[src/rtl/nand_logic_sweeper_if.sv]
// Handshake bundle for nand_logic_sweeper: start/op in, sweep status,
// current sample and truth table out. master drives start/op; slave is the DUT.
interface nand_logic_sweeper_if #(
  parameter int N_IN = 2
);
  logic              start;
  logic [2:0]        op;
  logic              busy;
  logic              valid;
  logic [N_IN-1:0]   cur_in;
  logic              cur_out;
  logic              done;
  logic              err;
  logic [2**N_IN-1:0] table_out;

  modport master (
    output start, op,
    input  busy, valid, cur_in, cur_out,
    input  done, err, table_out
  );

  modport slave (
    input  start, op,
    output busy, valid, cur_in, cur_out,
    output done, err, table_out
  );
endinterface

[src/rtl/nand_logic_sweeper.sv]
// N-input logic evaluator built from 2-input NAND gates; one start sweeps
// all 2**N_IN input vectors, one per clock, streaming results into a table.
// Ports: clk, rst (sync, active-high), bus.slave (start/op in;
// busy/valid/cur_in/cur_out/done/err/table_out out, all registered).
module nand_logic_sweeper #(
  parameter int N_IN = 2
) (
  input logic                 clk,
  input logic                 rst,
  nand_logic_sweeper_if.slave bus
);
  localparam int W = 2**N_IN;
  localparam logic [N_IN-1:0] LAST = '1;

  typedef enum logic [1:0] {
    IDLE,
    SWEEP,
    DONE
  } state_t;

  state_t state, state_nx;

  logic [N_IN-1:0] cnt, cnt_nx;
  logic [2:0]      op_q, op_nx;
  logic [W-1:0]    tbl, tbl_nx;
  logic            err_q, err_nx;
  logic            busy_q, busy_nx;
  logic            valid_q, valid_nx;
  logic [N_IN-1:0] cin_q, cin_nx;
  logic            cout_q, cout_nx;
  logic            done_q, done_nx;

  // NAND datapath on the current count
  logic [N_IN-1:0] x;
  logic [N_IN-1:0] inv;
  logic nand_all, and_all, or_all, nor_all;
  logic xor_all, xnor_all;
  logic res;

  assign x = cnt;

  for (genvar i = 0; i < N_IN; i++) begin : g_inv
    nand u_inv (inv[i], x[i], x[i]);
  end

  // Each stage folds one more input into the AND, the
  // inverted-input AND (for OR/NOR) and the XOR chains.
  for (genvar i = 1; i < N_IN; i++) begin : g_st
    logic a_in, o_in, p_in;
    logic an, ac, onn, oc;
    logic xm, xa, xb, px;

    if (i == 1) begin : g_first
      assign a_in = x[0];
      assign o_in = inv[0];
      assign p_in = x[0];
    end else begin : g_next
      assign a_in = g_st[i-1].ac;
      assign o_in = g_st[i-1].oc;
      assign p_in = g_st[i-1].px;
    end

    nand u_an (an, a_in, x[i]);
    nand u_ac (ac, an, an);
    nand u_on (onn, o_in, inv[i]);
    nand u_oc (oc, onn, onn);
    nand u_xm (xm, p_in, x[i]);
    nand u_xa (xa, p_in, xm);
    nand u_xb (xb, x[i], xm);
    nand u_xo (px, xa, xb);
  end

  assign nand_all = g_st[N_IN-1].an;
  assign and_all  = g_st[N_IN-1].ac;
  assign or_all   = g_st[N_IN-1].onn;
  assign nor_all  = g_st[N_IN-1].oc;
  assign xor_all  = g_st[N_IN-1].px;

  nand u_xn (xnor_all, xor_all, xor_all);

  always_comb begin
    res = 1'b0;
    unique case (1'b1)
      op_q == 3'd0: res = nand_all;
      op_q == 3'd1: res = and_all;
      op_q == 3'd2: res = or_all;
      op_q == 3'd3: res = nor_all;
      op_q == 3'd4: res = xor_all;
      op_q == 3'd5: res = xnor_all;
      default:      res = 1'b0;
    endcase
  end

  // state register
  always_ff @(posedge clk) begin
    if (rst) state <= IDLE;
    else     state <= state_nx;
  end

  // next state
  always_comb begin
    state_nx = state;
    unique case (state)
      IDLE:    if (bus.start) state_nx = SWEEP;
      SWEEP:   if (cnt == LAST) state_nx = DONE;
      DONE:    state_nx = IDLE;
      default: state_nx = IDLE;
    endcase
  end

  // next values of the registered outputs
  always_comb begin
    cnt_nx   = cnt;
    op_nx    = op_q;
    tbl_nx   = tbl;
    err_nx   = err_q;
    busy_nx  = busy_q;
    valid_nx = valid_q;
    cin_nx   = cin_q;
    cout_nx  = cout_q;
    done_nx  = 1'b0;
    unique case (state)
      IDLE: begin
        if (bus.start) begin
          op_nx   = bus.op;
          cnt_nx  = '0;
          tbl_nx  = '0;
          err_nx  = (bus.op > 3'd5);
          busy_nx = 1'b1;
        end
      end
      SWEEP: begin
        tbl_nx[cnt] = res;
        cin_nx      = cnt;
        cout_nx     = res;
        valid_nx    = 1'b1;
        if (cnt == LAST) done_nx = 1'b1;
        else             cnt_nx  = cnt + 1'b1;
      end
      DONE: begin
        valid_nx = 1'b0;
        busy_nx  = 1'b0;
      end
      default: ;
    endcase
  end

  always_ff @(posedge clk) begin
    if (rst) begin
      cnt     <= '0;
      op_q    <= '0;
      tbl     <= '0;
      err_q   <= 1'b0;
      busy_q  <= 1'b0;
      valid_q <= 1'b0;
      cin_q   <= '0;
      cout_q  <= 1'b0;
      done_q  <= 1'b0;
    end else begin
      cnt     <= cnt_nx;
      op_q    <= op_nx;
      tbl     <= tbl_nx;
      err_q   <= err_nx;
      busy_q  <= busy_nx;
      valid_q <= valid_nx;
      cin_q   <= cin_nx;
      cout_q  <= cout_nx;
      done_q  <= done_nx;
    end
  end

  assign bus.busy      = busy_q;
  assign bus.valid     = valid_q;
  assign bus.cur_in    = cin_q;
  assign bus.cur_out   = cout_q;
  assign bus.done      = done_q;
  assign bus.err       = err_q;
  assign bus.table_out = tbl;
endmodule

[src/flat_wrapper.sv]
// flat-port wrapper written by rule: the top's interface ports become plain ports
module nand_logic_sweeper_flat 
#(
  parameter int N_IN = 2
)
  (clk, rst, bus_start, bus_op, bus_busy, bus_valid, bus_cur_in, bus_cur_out, bus_done, bus_err, bus_table_out);
  nand_logic_sweeper_if #(.N_IN(N_IN)) bus_i ();
  input logic clk;
  input logic rst;
  input wire logic [$bits(bus_i.start)-1:0] bus_start;
  input wire logic [$bits(bus_i.op)-1:0] bus_op;
  output wire logic [$bits(bus_i.busy)-1:0] bus_busy;
  output wire logic [$bits(bus_i.valid)-1:0] bus_valid;
  output wire logic [$bits(bus_i.cur_in)-1:0] bus_cur_in;
  output wire logic [$bits(bus_i.cur_out)-1:0] bus_cur_out;
  output wire logic [$bits(bus_i.done)-1:0] bus_done;
  output wire logic [$bits(bus_i.err)-1:0] bus_err;
  output wire logic [$bits(bus_i.table_out)-1:0] bus_table_out;
  assign bus_i.start = bus_start;
  assign bus_i.op = bus_op;
  assign bus_busy = bus_i.busy;
  assign bus_valid = bus_i.valid;
  assign bus_cur_in = bus_i.cur_in;
  assign bus_cur_out = bus_i.cur_out;
  assign bus_done = bus_i.done;
  assign bus_err = bus_i.err;
  assign bus_table_out = bus_i.table_out;
  nand_logic_sweeper #(.N_IN(N_IN)) u_core (.clk(clk), .rst(rst), .bus(bus_i));
endmodule
[config.mk]
export PLATFORM = sky130hd
export DESIGN_NAME = nand_logic_sweeper_flat
export DESIGN_NICKNAME = d
export VERILOG_FILES = /design/src/rtl/nand_logic_sweeper_if.sv /design/src/rtl/nand_logic_sweeper.sv /design/src/flat_wrapper.sv
export SDC_FILE = /design/constraint.sdc
export NUM_CORES = 1
export LEC_CHECK = 0
export ABC_AREA = 1
export BUFFER_PORTS_ARGS = -buffer_cell sky130_fd_sc_hd__buf_2
export CORE_MARGIN = 10
export CORE_UTILIZATION = 56
export CTS_CLUSTER_DIAMETER = 40
export DETAILED_ROUTE_END_ITERATION = 16
export PLACE_DENSITY = 0.83
export SYNTH_ARGS = -nofsm -noshare
export SYNTH_HDL_FRONTEND = slang
export SYNTH_SLANG_ARGS = --single-unit
[constraint.sdc]
create_clock -name clk -period 2.75 [get_ports clk]
set_input_delay 0.275 -clock clk [delete_from_list [all_inputs] [get_ports clk]]
set_output_delay 0.275 -clock clk [all_outputs]
set_load 0.005 [all_outputs]
# After elaboration in Yosys (flattened, before gate mapping)
# Index checks and enable logic that the tools add are counted.
# word_totals
reg_bits	18
inputBits	6
out_inout_bits	11
wordCells	66
# classes
n_addsub	1
n_lt_le_gt_ge	3
n_eq_ne	11
muxes	16
n_bitwise	13
reduce_logical	12
# ops
cell	n
two-way mux 2 bit	4
NOT 1 bit	8
one-hot mux 2 bit (2 select lines)	2
one-hot mux 4 bit (2 select lines)	1
AND reduction 2 bit	4
== test 3 x 2 -> 1 bit, second input constant	2
== test 3 bit, second input constant	2
one-hot mux 1 bit (6 select lines)	1
nonzero test 2 bit	3
AND 1 bit	5
bitwise mux 4 bit	1
== test 2 bit, second input constant	2
two-way mux 4 bit	1
inequality test 2 bit, second input constant	2
one-hot mux 1 bit (2 select lines)	2
== test 3 x 1 -> 1 bit, second input constant	1
greater-than comparator 3 bit, second input constant	1
zero test 3 bit	1
less-than comparator 2 x 3 -> 1 bit, second input constant	1
two-way mux 1 bit	3
AND reduction 3 bit	1
adder 2 x 1 -> 2 bit, second input constant	1
demux 1 bit (select 2 bit)	1
== test 2 x 1 -> 1 bit, second input constant	1
5 further kinds	5

# Logic depth before layout (Yosys ltp)
# Gate-level depths: netlist of run 1.
# logic_depth
ltp_word	9
ltp_mapped	9
mapped_depth_nobuf	9

# Least setup slack after synthesis of run 1
# No wires, ideal clock.
# synth_path
kind	flip-flop to flip-flop
start	register u_core.cnt[0]
end	register u_core.cout_q, in the netlist u_core.bus.cur_out
setup_time_ns	0.066
arrival_ns	1.199
required_ns	2.684
setup_slack_ns	1.485
stages_incl_launch_ff	8
n_path_buf	0
period_less_slack_ns	1.265
cell_sequence	dfxtp_1 > inv_1 > ha_1 > nand2_1 > nand3_1 > nand2_2 > nand3_4 > a21oi_2
# synth_between
elab_chain_len	7
elab_cells_between_ends	12
cone_classes	1 x mux; 11 x bitwise
# synth_rtl
element	line	rtl
start: declaration	nand_logic_sweeper.sv:23	logic [N_IN-1:0] cnt, cnt_nx;
start signal: assignment	nand_logic_sweeper.sv:160	cnt <= cnt_nx;
AND 1 bit	nand_logic_sweeper.sv:63, nand_logic_sweeper.sv:67	
NOT 1 bit	nand_logic_sweeper.sv:63, nand_logic_sweeper.sv:67	
AND 1 bit (on tied branches)	nand_logic_sweeper.sv:68, nand_logic_sweeper.sv:69	
NOT 1 bit (on tied branches)	nand_logic_sweeper.sv:68, nand_logic_sweeper.sv:69	
AND 1 bit	nand_logic_sweeper.sv:70	nand u_xo (px, xa, xb);
NOT 1 bit	nand_logic_sweeper.sv:70	
one-hot mux 1 bit (6 select lines) *	nand_logic_sweeper.sv:83	unique case (1'b1)
end signal: assignment	nand_logic_sweeper.sv:167	cout_q <= cout_nx;
end: declaration	nand_logic_sweeper.sv:30	logic cout_q, cout_nx;
# Every way passes the cells marked *; elsewhere a longest branch is shown, timed or not.
# A chain may end at the register's enable or synchronous reset.

# Final worst setup path of run 1
# layout_path
start	register u_core.state[1]
end	register u_core.cnt[1]
# layout_between
elab_chain_len	3
elab_cells_between_ends	7
cone_classes	3 x eq/ne; 1 x mux; 3 x reduce/logical
# layout_rtl
element	line	rtl
start: declaration	nand_logic_sweeper.sv:21	state_t state, state_nx;
start signal: assignment	nand_logic_sweeper.sv:97	else state <= state_nx;
== test 2 x 1 -> 1 bit / zero test 2 bit (equally long branches)	nand_logic_sweeper.sv:122	unique case (state)
inequality test 2 bit (no line) / nonzero test 2 bit (equally long branches)	--	
AND reduction 3 bit (no line)	--	
# Parallel ways exist; a longest one is shown, timed or not.

==> results.md, run 1 <==
- Largest net degree at the start of global routing: 13
- Top Ports: 17
- First-pass iteration count of the detailed router: 4
- Cell type with the largest total area after synthesis: sky130_fd_sc_hd__dfxtp_1
- Routed wl met2: 995 microns
- Count of nets after finishing: 149
- Standard-cell rows: 14
- DRT Wirelength: 2008 microns
- Core Region: 1559 sq um
- Most used standard cells in the synthesized netlist: sky130_fd_sc_hd__nand2_1 (23), sky130_fd_sc_hd__dfxtp_1 (18), sky130_fd_sc_hd__inv_1 (12)
- Count of inserted antenna diode cells: 0
- Overall overflow remaining after global route: 0
- Wire length of the first global-routing pass: 3422 microns
- YS warnings: 0
- Met3 Wirelength: 119 microns
- Global Route Usage Sum: 0.1209
- Clock Skew: 0.001488 ns
- Slew at the pin closest to its max-slew limit: 0.5390 ns
- Final Max Slew Viols: 0
- Total nets after synthesis: 130
- DRT met1 WL: 870 microns
- Antenna violations before repair: 0
- Status: complete, no violations
- Vias post-DR: 797
- Worst hold slack across all endpoints: 0.2259 ns
- Floorplan die area: 3733 sq um
- Clock slew at the register clock pins of the worst setup and hold paths: 0.10 ns
- Initial cell density of the core: 0.6067
- Max-capacitance violation count: 0
- Synth Flop Type: sky130_fd_sc_hd__dfxtp_1
- Final hold violation count: 0
- Maximum clock rate: 653.3 MHz
- Register bit count reported by yosys: 18
- Combinational cell fraction of total power: 0.262
- Post-synthesis to final-layout area growth: 12.70%
- CP Class: reg2reg
- H-tree depth: 1
- Number of clock sinks: 18
- Number of library cell types mapped by synthesis: 19
- Most frequent cell after synthesis: sky130_fd_sc_hd__nand2_1
- Number of design-rule violations left by the first detailed-router iteration: 17
- Count of flip-flops with a built-in enable after synthesis: 0
- Number of gates given a new drive strength after cts: 0
- Buffers inserted by post-CTS timing repair: 0
- Post-place instance area: 1030 sq um
- Post-synthesis async set-or-reset flop share: 0
- Largest driver fanout on the critical path: 12
- Global placer's final weighted congestion: 0.8391
- TritonCTS clock tree: yes
- Cell breakdown of the critical path: inv_1, ha_1, nand2_2, nor2_1, nand2_1, a21oi_2
- Number of clock buffers inserted by TritonCTS: 3
- Seq pwr share: 0.476
- Static Leak: 0.5121 nW
- Max-slew headroom at the worst pin: 0.6407
- Number of global-route vias before repair: 771
- Post-DP HPWL: 1517 microns
- Maximum single-stage delay on the critical path: 0.49 ns
- Share of the clock period used by the worst path: 0.5566
- Worst endpoint required time: 2.99 ns
- Fraction of final layout cells sized beyond drive strength 1: 0.3556
- Cell area after synthesis: 945.9 sq um
- Hold-fix buffer count after cts: 0
- Synth top area cells: sky130_fd_sc_hd__dfxtp_1 (38%), sky130_fd_sc_hd__ha_1 (9.3%), sky130_fd_sc_hd__nand2_1 (9.1%)
- Nature of the critical path startpoint: flop
- Post-Synthesis Cells: 117
- Number of DRC violations after detailed routing: 0
- Vias/cell: 5.278
- Arrival time worst endpoint: 1.77 ns
- Sequential element share of the synthesized area: 0.3810
- Per-instance average area after synthesis: 8.085 sq um
- Endpoint kind of the worst setup timing path: flop
- CTS root buffer: sky130_fd_sc_hd__clkbuf_4
- Post-layout min period: 1.531 ns
- Switching part of the total: 0.3241
- Slowest-stage cell, CP: sky130_fd_sc_hd__ha_1
- Clock latency reported for the late side of the worst-skew pair: 0.30 ns
- Power spent charging and discharging nets: 203.2 uW
- DIE WIDTH: 61.10 microns
- Antenna viol nets, final: 0
- Final TNS setup: 0 ns
- I/O Buffers: 16
- Peak supply drop: 0.3900 mV
- Number of setup violations in the final report: 0
- Floorplan die height: 61.10 microns
- Final routed wire length divided by cell count: 13.30 microns
- Internal Power: 423.8 uW
- Ratio of total power to cell area: 588.2 nW/um^2
- Area share of the leading cell type in the synthesized netlist: 0.3810
- Buffer depth of the longest clock path: 2
- Worst min path class: in2reg
- Highest metal layer used by the detailed router: met4
- Proportion of power drawn by the clock network: 0.262
- Final design instance area without fill: 1066 sq um
- RSZ-0062 raised after global routing: false
worst max-delay path: cells and delay by family (launching register included):
family / cells / cell delay, ns
AND/OR/NAND/NOR: 3 / 0.43
flip-flops: 1 / 0.34
AO/OA/AOI/OAI: 1 / 0.13
buffers and inverters: 1 / 0.07
adder cells (fa/ha/maj): 1 / 0.49
layout make-up:
type	count	area, sq um
multi-input cells	79	496.7
fillers	128	493.0
flip-flops and latches	18	360.3
repair buffers	16	80.08
inverters	18	72.57
clock buffers	4	36.28
well taps	16	20.02
routing by layer:
metal	track usage	vias up
met2	0.1938	24
met4	0.06515	0
li1	-	408
met3	0.03292	4
met1	0.1434	361
met5	0	-
layout by cell type, fill, tap and decap left out, types with 3 or more instances in the layout:
cell type	Yosys	layout
sky130_fd_sc_hd__clkbuf_4	0	3
sky130_fd_sc_hd__nand3_2	3	3
sky130_fd_sc_hd__inv_1	12	12
sky130_fd_sc_hd__dfxtp_1	18	18
sky130_fd_sc_hd__a21oi_2	6	6
sky130_fd_sc_hd__a21oi_1	10	10
sky130_fd_sc_hd__inv_2	4	4
sky130_fd_sc_hd__nand2_2	9	9
sky130_fd_sc_hd__buf_2	1	16
sky130_fd_sc_hd__nand2_1	23	23
sky130_fd_sc_hd__ha_1	7	7
sky130_fd_sc_hd__o21ai_0	8	8
sky130_fd_sc_hd__nor2_1	5	5
logic make-up (layout without fill, tap and decap cells):
logic type      count (synthesis)  in the layout  synth area share
compound gates                 27             27            0.1706
fa+ha+maj                       7              7           0.09259
buf+inv                        20             38           0.09390
flops                          18             18            0.3810
simple gates                   45             45            0.2619
state kept, by name, summed over array words and instances, names as in the netlist:
name and cells:
u_core.bus.err 1, u_core.state 2, u_core.bus.done 1, u_core.bus.table_out 4
u_core.bus.valid 1, u_core.op_q 3, u_core.bus.cur_in 2, u_core.bus.cur_out 1
u_core.cnt 2, u_core.bus.busy 1
power by group through the flow:
| stage | clock (mW) | combinational [mW] | sequential [mW] |
|---|---|---|---|
| 6_report | 0.164 | 0.164 | 0.299 |
| 5_1_grt | 0.181 | 0.181 | 0.302 |
| 4_1_cts | 0.167 | 0.164 | 0.299 |
| 3_5_place_dp | 0 | 0.162 | 0.305 |
| 3_3_place_gp | 0 | 0.157 | 0.304 |
| 2_1_floorplan | 0 | 0.123 | 0.305 |
path summary, 6_finish.rpt:
| kind | slack (ns) | from | cells after the start | to |
|---|---|---|---|---|
| max | 1.22 | u_core.state[1] | 6 | u_core.cnt[1] |
| min reg2reg | 0.48 | u_core.bus.cur_out | 2 | u_core.bus.cur_out |
| max reg2reg | 1.22 | u_core.state[1] | 6 | u_core.cnt[1] |
| min | 0.23 | bus_op[1] | 3 | u_core.op_q[1] |
metrics by stage:
step | total power [mW] | worst slack (ns) | util | std cells
after floorplan | 0.4274 | 1.485 | - | 117
after global placement | 0.4608 | 1.305 | 0.6605 | 147
after detailed placement | 0.4667 | 1.270 | 0.6605 | 147
after CTS | 0.6297 | 1.239 | 0.6838 | 151
after global routing | 0.6642 | 1.097 | 0.6838 | 151
final | 0.6270 | 1.219 | 0.6838 | 151
Note: power is estimated with default switching activity, not from simulation.
==> run 2, diff against run 1 <==
--- a/config.mk
+++ b/config.mk
@@ -5,13 +5,13 @@
 export SDC_FILE = /design/constraint.sdc
 export NUM_CORES = 1
 export LEC_CHECK = 0
-export ABC_AREA = 1
+export ABC_AREA = 0
 export BUFFER_PORTS_ARGS = -buffer_cell sky130_fd_sc_hd__buf_2
 export CORE_MARGIN = 10
-export CORE_UTILIZATION = 56
+export CORE_UTILIZATION = 52
 export CTS_CLUSTER_DIAMETER = 40
 export DETAILED_ROUTE_END_ITERATION = 16
-export PLACE_DENSITY = 0.83
+export PLACE_DENSITY = 0.79
 export SYNTH_ARGS = -nofsm -noshare
 export SYNTH_HDL_FRONTEND = slang
 export SYNTH_SLANG_ARGS = --single-unit
==> constraint.sdc (replaced) <==
create_clock -name clk -period 1.55 [get_ports clk]
set_input_delay 0.155 -clock clk [delete_from_list [all_inputs] [get_ports clk]]
set_output_delay 0.155 -clock clk [all_outputs]
set_load 0.005 [all_outputs]
==> results.md, run 2 <==
- Worst Setup Slack, final: 0.02384 ns
- I/O Buffers: 16
- Clock Skew: 0.002148 ns
- Number of design-rule violations left by the first detailed-router iteration: 11
- Number of global-route vias before repair: 763
- Register bit count reported by yosys: 18
- Launch point of the critical path: u_core.cnt[0]
- Number of DRC violations after detailed routing: 0
- Total nets after synthesis: 120
- Global Route Usage Sum: 0.1229
- Slowest-stage cell, CP: sky130_fd_sc_hd__dfxtp_2
- Final hold violation count: 0
- CP Class: reg2reg
- Bufs and invs on worst path: 1
- Top Ports: 17
- Count of inserted antenna diode cells: 0
- YS warnings: 0
- Floorplan die area: 3776 sq um
- Cell type with the largest total area after synthesis: sky130_fd_sc_hd__dfxtp_1
- Largest delay contributor family on the critical path: flip-flops
- Seq pwr share: 0.488
- Global placer's final weighted congestion: 0.8286
- Per-instance average area after synthesis: 8.349 sq um
- Switching part of the total: 0.2891
- Floorplan die height: 61.45 microns
- RSZ-0062 raised after global routing: true
- Final Max Slew Viols: 0
- Power spent charging and discharging nets: 297.5 uW
- Worst min-delay path startpoint: bus_op[1]
- Static Leak: 0.4712 nW
- Antenna viol nets, final: 0
- Combinational cell fraction of total power: 0.216
- Post-layout min period: 1.526 ns
- Internal Power: 731.8 uW
- Worst min path class: in2reg
- Antenna violations before repair: 0
- Area share of the leading cell type in the synthesized netlist: 0.4034
- Post-DP HPWL: 1608 microns
- Count of flip-flops with a built-in enable after synthesis: 0
- Post-synthesis async set-or-reset flop share: 0
- Placed Instances: 143
- Max-capacitance violation count: 0
- Clock slew at the register clock pins of the worst setup and hold paths: 0.11 ns
- Sequential element share of the synthesized area: 0.4034
- Buffer depth of the longest clock path: 2
- Max FFs per register: 4
- Cell area after synthesis: 893.4 sq um
- Status: complete, no violations
- Maximum clock rate: 655.2 MHz
- Peak supply drop: 0.6811 mV
- Fraction of final layout cells sized beyond drive strength 1: 0.3182
- DIE WIDTH: 61.45 microns
- Initial cell density of the core: 0.5730
- Arrival time worst endpoint: 1.73 ns
- Ratio of total power to cell area: 920.3 nW/um^2
- Number of clock sinks: 18
- Most used standard cells in the synthesized netlist: sky130_fd_sc_hd__dfxtp_1 (18), sky130_fd_sc_hd__a21oi_1 (14), sky130_fd_sc_hd__nand2_1 (12), sky130_fd_sc_hd__nor2_1 (12), sky130_fd_sc_hd__ha_1 (7)
- DRT Wirelength: 2191 microns
- H-tree depth: 1
- Maximum single-stage delay on the critical path: 0.36 ns
- Final routed wire length divided by cell count: 14.80 microns
- Overall overflow remaining after global route: 0
- Count of non-filler cells in the finished layout: 148
- Number of clock buffers inserted by TritonCTS: 3
- Commonest cells after routing, fill and taps aside: sky130_fd_sc_hd__buf_2 (16), sky130_fd_sc_hd__dfxtp_1 (16), sky130_fd_sc_hd__a21oi_1 (14), sky130_fd_sc_hd__nand2_1 (12), sky130_fd_sc_hd__nor2_1 (12)
- Max-slew headroom at the worst pin: 0.7641
- CTS root buffer: sky130_fd_sc_hd__clkbuf_4
- Worst flop-to-flop path startpoint: u_core.cnt[0]
- Most frequent cell after synthesis: sky130_fd_sc_hd__dfxtp_1
- Share of the clock period used by the worst path: 0.9846
- Cell breakdown of the critical path: inv_2, ha_4, xnor2_1, nor3b_2, nor3_2, a2111oi_1
- Count of nets after finishing: 146
- Worst setup slack before clock tree synthesis: -0.09099 ns
- Number of setup violations in the final report: 0
- Wire length of the first global-routing pass: 3450 microns
- Post-synthesis to final-layout area growth: 25.21%
- Post-Synthesis Cells: 107
- Hold-fix buffer count after cts: 0
- Endpoint kind of the worst setup timing path: flop
- Standard-cell rows: 14
- Number of library cell types mapped by synthesis: 24
- TritonCTS clock tree: yes
- Synth top area cells: sky130_fd_sc_hd__dfxtp_1 (40%), sky130_fd_sc_hd__ha_1 (9.8%), sky130_fd_sc_hd__a21oi_1 (7.8%)
- Core Region: 1559 sq um
- Synth Flop Type: sky130_fd_sc_hd__dfxtp_1
- First-pass iteration count of the detailed router: 4
- Clock latency reported for the late side of the worst-skew pair: 0.30 ns
- Vias/cell: 5.554
- Nature of the critical path startpoint: flop
- Vias post-DR: 822
- Largest net degree at the start of global routing: 19
- Slew at the pin closest to its max-slew limit: 0.3538 ns
- Proportion of power drawn by the clock network: 0.296
- Worst endpoint required time: 1.75 ns
- Largest driver fanout on the critical path: 3
-- run 2: cell count changes after synthesis, moves of 4 or more --
cell	delta
sky130_fd_sc_hd__nand2_1	-11
sky130_fd_sc_hd__nand2_2	-9
sky130_fd_sc_hd__inv_1	-8
sky130_fd_sc_hd__nor2_1	+7
sky130_fd_sc_hd__a21oi_2	-6
sky130_fd_sc_hd__o21ai_0	-6
sky130_fd_sc_hd__nor2b_1	+5
sky130_fd_sc_hd__a21oi_1	+4
sky130_fd_sc_hd__inv_2	-4
sky130_fd_sc_hd__nor3_1	+4
-- run 2: area by class of cell --
class / count / area (sq um)
repair buffers: 27 / 162.7
multi-input cells: 79 / 521.8
inverters: 4 / 15.01
well taps: 16 / 20.02
clock buffers: 4 / 36.28
fillers: 130 / 440.4
flip-flops and latches: 18 / 362.8
-- run 2: final timing paths --
check	endpoint	slack (ns)	cells after the start
worst min-delay path	u_core.bus.err	0.11	3
worst min register to register	u_core.bus.err	0.46	2
worst max register to register	u_core.bus.table_out[0]	0.02	6
worst max-delay path	u_core.bus.table_out[0]	0.02	6
-- run 2: kinds of logic (layout without fill, tap and decap cells) --
group / Yosys count / count (layout) / synth area share
adder cells (fa/ha/maj): 7 / 7 / 0.09803
AND/OR/NAND/NOR: 40 / 40 / 0.2101
XOR/XNOR: 3 / 3 / 0.02942
buffers and inverters: 10 / 35 / 0.04621
flip-flops: 18 / 18 / 0.4034
AO/OA/AOI/OAI: 27 / 27 / 0.1905
multiplexers: 2 / 2 / 0.02241
-- run 2: worst min-delay path, stage by stage --
cell and delay, ns:
sky130_fd_sc_hd__buf_2 0.11, sky130_fd_sc_hd__nand4_1 0.06, sky130_fd_sc_hd__a21oi_1 0.06
-- run 2: power by group through the flow --
| stage | Combinational, mW | Sequential [mW] | Clock, mW |
|---|---|---|---|
| after floorplan | 0.132 | 0.513 | 0 |
| after global placement | 0.202 | 0.512 | 0 |
| after detailed placement | 0.208 | 0.513 | 0 |
| after CTS | 0.218 | 0.502 | 0.303 |
| after global routing | 0.242 | 0.506 | 0.324 |
| final | 0.223 | 0.502 | 0.305 |
-- run 2: stage by stage --
stage	utilization	area, sq um	power [mW]	TNS (ns)	hold slack [ns]
3_5_place_dp	0.6782	1057	0.7213	-0.1659	0.4342
5_1_grt	0.7175	1119	1.071	-0.1590	0.1141
4_1_cts	0.7127	1111	1.023	0	0.1205
3_3_place_gp	0.6782	1057	0.7135	0	0.4235
6_report	0.7175	1119	1.029	0	0.1136
2_1_floorplan	-	908.4	0.6454	0	0.3025
-- run 2: layer usage --
layer	up-vias	wire length (microns)	track usage
li1	420	-	-
met1	385	952	0.1288
met2	12	1100	0.2145
met4	0	37	0.05732
met3	5	101	0.04527
met5	-	0	0
-- run 2: repair_timing --
item / 4_1_cts / 5_1_grt
buffers inserted: 1 / 0
setup endpoints to repair: 3 / 3
resized for setup: 4 / 2
pin swaps: 5 / 1
==> run 3, diff against run 2 <==
--- a/config.mk
+++ b/config.mk
@@ -9,6 +9,7 @@
 export BUFFER_PORTS_ARGS = -buffer_cell sky130_fd_sc_hd__buf_2
 export CORE_MARGIN = 10
 export CORE_UTILIZATION = 52
+export CTS_BUF_LIST = sky130_fd_sc_hd__clkbuf_16
 export CTS_CLUSTER_DIAMETER = 40
 export DETAILED_ROUTE_END_ITERATION = 16
 export PLACE_DENSITY = 0.79
==> results.md, run 3 (same netlist as run 2, synthesis figures left out) <==
- Post-synthesis to final-layout area growth: 29.97%
- Largest driver fanout on the critical path: 3
- Clock Skew: 0.0009399 ns
- Vias post-DR: 832
- Count of non-filler cells in the finished layout: 148
- Clock slew at the register clock pins of the worst setup and hold paths: 0.05 ns
- Hold-fix buffer count after cts: 0
- Combinational cell fraction of total power: 0.180
- Ratio of total power to cell area: 1081 nW/um^2
- Static Leak: 0.4869 nW
- Arrival time worst endpoint: 1.67 ns
- Post-layout min period: 1.523 ns
- Final TNS setup: 0 ns
- DRT Wirelength: 2289 microns
- Number of design-rule violations left by the first detailed-router iteration: 18
- Maximum single-stage delay on the critical path: 0.35 ns
- Global Route Usage Sum: 0.1288
- Largest net degree at the start of global routing: 19
- Vias/cell: 5.622
- Largest delay contributor family on the critical path: flip-flops
- CP Class: reg2reg
- Pwr Total: 1.255 mW
- Global placer's final weighted congestion: 0.8286
- Number of global-route vias before repair: 792
- Initial cell density of the core: 0.5730
- Worst endpoint required time: 1.69 ns
- Slew at the pin closest to its max-slew limit: 0.3497 ns
- CTS root buffer: sky130_fd_sc_hd__clkbuf_16
- Floorplan die area: 3776 sq um
- H-tree depth: 1
- Worst hold slack across all endpoints: 0.1778 ns
- Slowest-stage cell, CP: sky130_fd_sc_hd__dfxtp_2
- TritonCTS clock tree: yes
- Seq pwr share: 0.401
- Buffer depth of the longest clock path: 2
- Antenna violations before repair: 0
- Peak supply drop: 0.8180 mV
- Final routed wire length divided by cell count: 15.47 microns
- Count of nets after finishing: 146
- Power spent charging and discharging nets: 321.7 uW
- Register Area: 362.8 sq um
- I/O Buffers: 16
- Max FFs per register: 4
- Top Ports: 17
- Number of setup violations in the final report: 0
- Bufs and invs on worst path: 1
- Filler cell count: 118
- Number of clock sinks: 18
- RSZ-0062 raised after global routing: true
- Standard-cell rows: 14
- Internal Power: 933.1 uW
- Antenna viol nets, final: 0
- Max-capacitance violation count: 0
- Endpoint kind of the worst setup timing path: flop
- Floorplan die height: 61.45 microns
- Final hold violation count: 0
- Cell breakdown of the critical path: inv_2, ha_4, xnor2_1, nor3b_2, nor3_2, a2111oi_1
- Final design instance area without fill: 1161 sq um
- Number of DRC violations after detailed routing: 0
- Number of clock buffers inserted by TritonCTS: 3
- DIE WIDTH: 61.45 microns
- Max-slew headroom at the worst pin: 0.7669
- Nature of the critical path startpoint: flop
- Count of inserted antenna diode cells: 0
- Fraction of final layout cells sized beyond drive strength 1: 0.3106
- Multi-input gate area: 521.8 sq um
- Core Region: 1559 sq um
- Commonest cells after routing, fill and taps aside: sky130_fd_sc_hd__buf_2 (16), sky130_fd_sc_hd__dfxtp_1 (16), sky130_fd_sc_hd__a21oi_1 (14), sky130_fd_sc_hd__nand2_1 (12), sky130_fd_sc_hd__nor2_1 (12)
- Wire length of the first global-routing pass: 3608 microns
- Switching part of the total: 0.2564
- Post-place instance area: 1057 sq um
- Proportion of power drawn by the clock network: 0.419
- First-pass iteration count of the detailed router: 4
- Share of the clock period used by the worst path: 0.9825
- Status: complete, no violations
- Placed Instances: 143
- Clock latency reported for the late side of the worst-skew pair: 0.25 ns
- Worst min path class: in2reg
- Final Max Slew Viols: 0
- Post-DP HPWL: 1608 microns
- Overall overflow remaining after global route: 0
- Maximum clock rate: 656.6 MHz
-- run 3: cell count changes in the layout (fill, tap and decap cells not counted), sizes merged --
cell	delta
clkinv	+1
clkbuf	-1
-- run 3: worst reg2reg max path, stage by stage, from the launching register on --
cell                        delay, ns
sky130_fd_sc_hd__dfxtp_2         0.35
sky130_fd_sc_hd__inv_2           0.06
sky130_fd_sc_hd__ha_4            0.25
sky130_fd_sc_hd__xnor2_1         0.14
sky130_fd_sc_hd__nor3b_2         0.22
sky130_fd_sc_hd__nor3_2          0.09
sky130_fd_sc_hd__a2111oi_1       0.31
-- run 3: per-stage QoR --
| step | util | setup WS (ns) |
|---|---|---|
| floorplan | - | 0.03331 |
| global placement | 0.6782 | 0.01815 |
| detailed placement | 0.6782 | -0.09099 |
| CTS | 0.7400 | 0.0004093 |
| global route | 0.7448 | -0.04794 |
| finish | 0.7448 | 0.02711 |
-- run 3: final timing paths --
check / cells after the start / from / endpoint / slack (ns)
setup / recovery: 6 / u_core.cnt[0] / u_core.bus.table_out[0] / 0.03
hold / removal: 3 / bus_op[1] / u_core.bus.err / 0.18
setup reg to reg: 6 / u_core.cnt[0] / u_core.bus.table_out[0] / 0.03
hold reg to reg: 2 / u_core.bus.err / u_core.bus.err / 0.45
-- run 3: repair_timing --
item                       in CTS  in global routing
setup buffers                   1                  0
gates resized for setup         3                  3
setup endpoints to repair       3                  4
pin swaps                       4                  1
-- run 3: power by group through the flow --
stage / clock (mW) / combinational [mW] / sequential (mW)
final: 0.526 / 0.225 / 0.503
after global routing: 0.553 / 0.246 / 0.506
after CTS: 0.531 / 0.221 / 0.503
after detailed placement: 0 / 0.208 / 0.513
after global placement: 0 / 0.202 / 0.512
after floorplan: 0 / 0.132 / 0.513
-- run 3: metal layers --
layer | GRT usage | routed length (microns)
met1 | 0.1358 | 948
met2 | 0.2263 | 1166
met3 | 0.03292 | 117
met4 | 0.07643 | 56
met5 | 0 | 0
-- run 3: final cells by class --
cell class | count | area share
clock buffer | 3 | 0.06466
inverter | 4 | 0.01293
multi-input combinational | 79 | 0.4494
timing repair buffer | 27 | 0.1401
tap | 16 | 0.01724
sequential | 18 | 0.3125
clock inverter | 1 | 0.003233
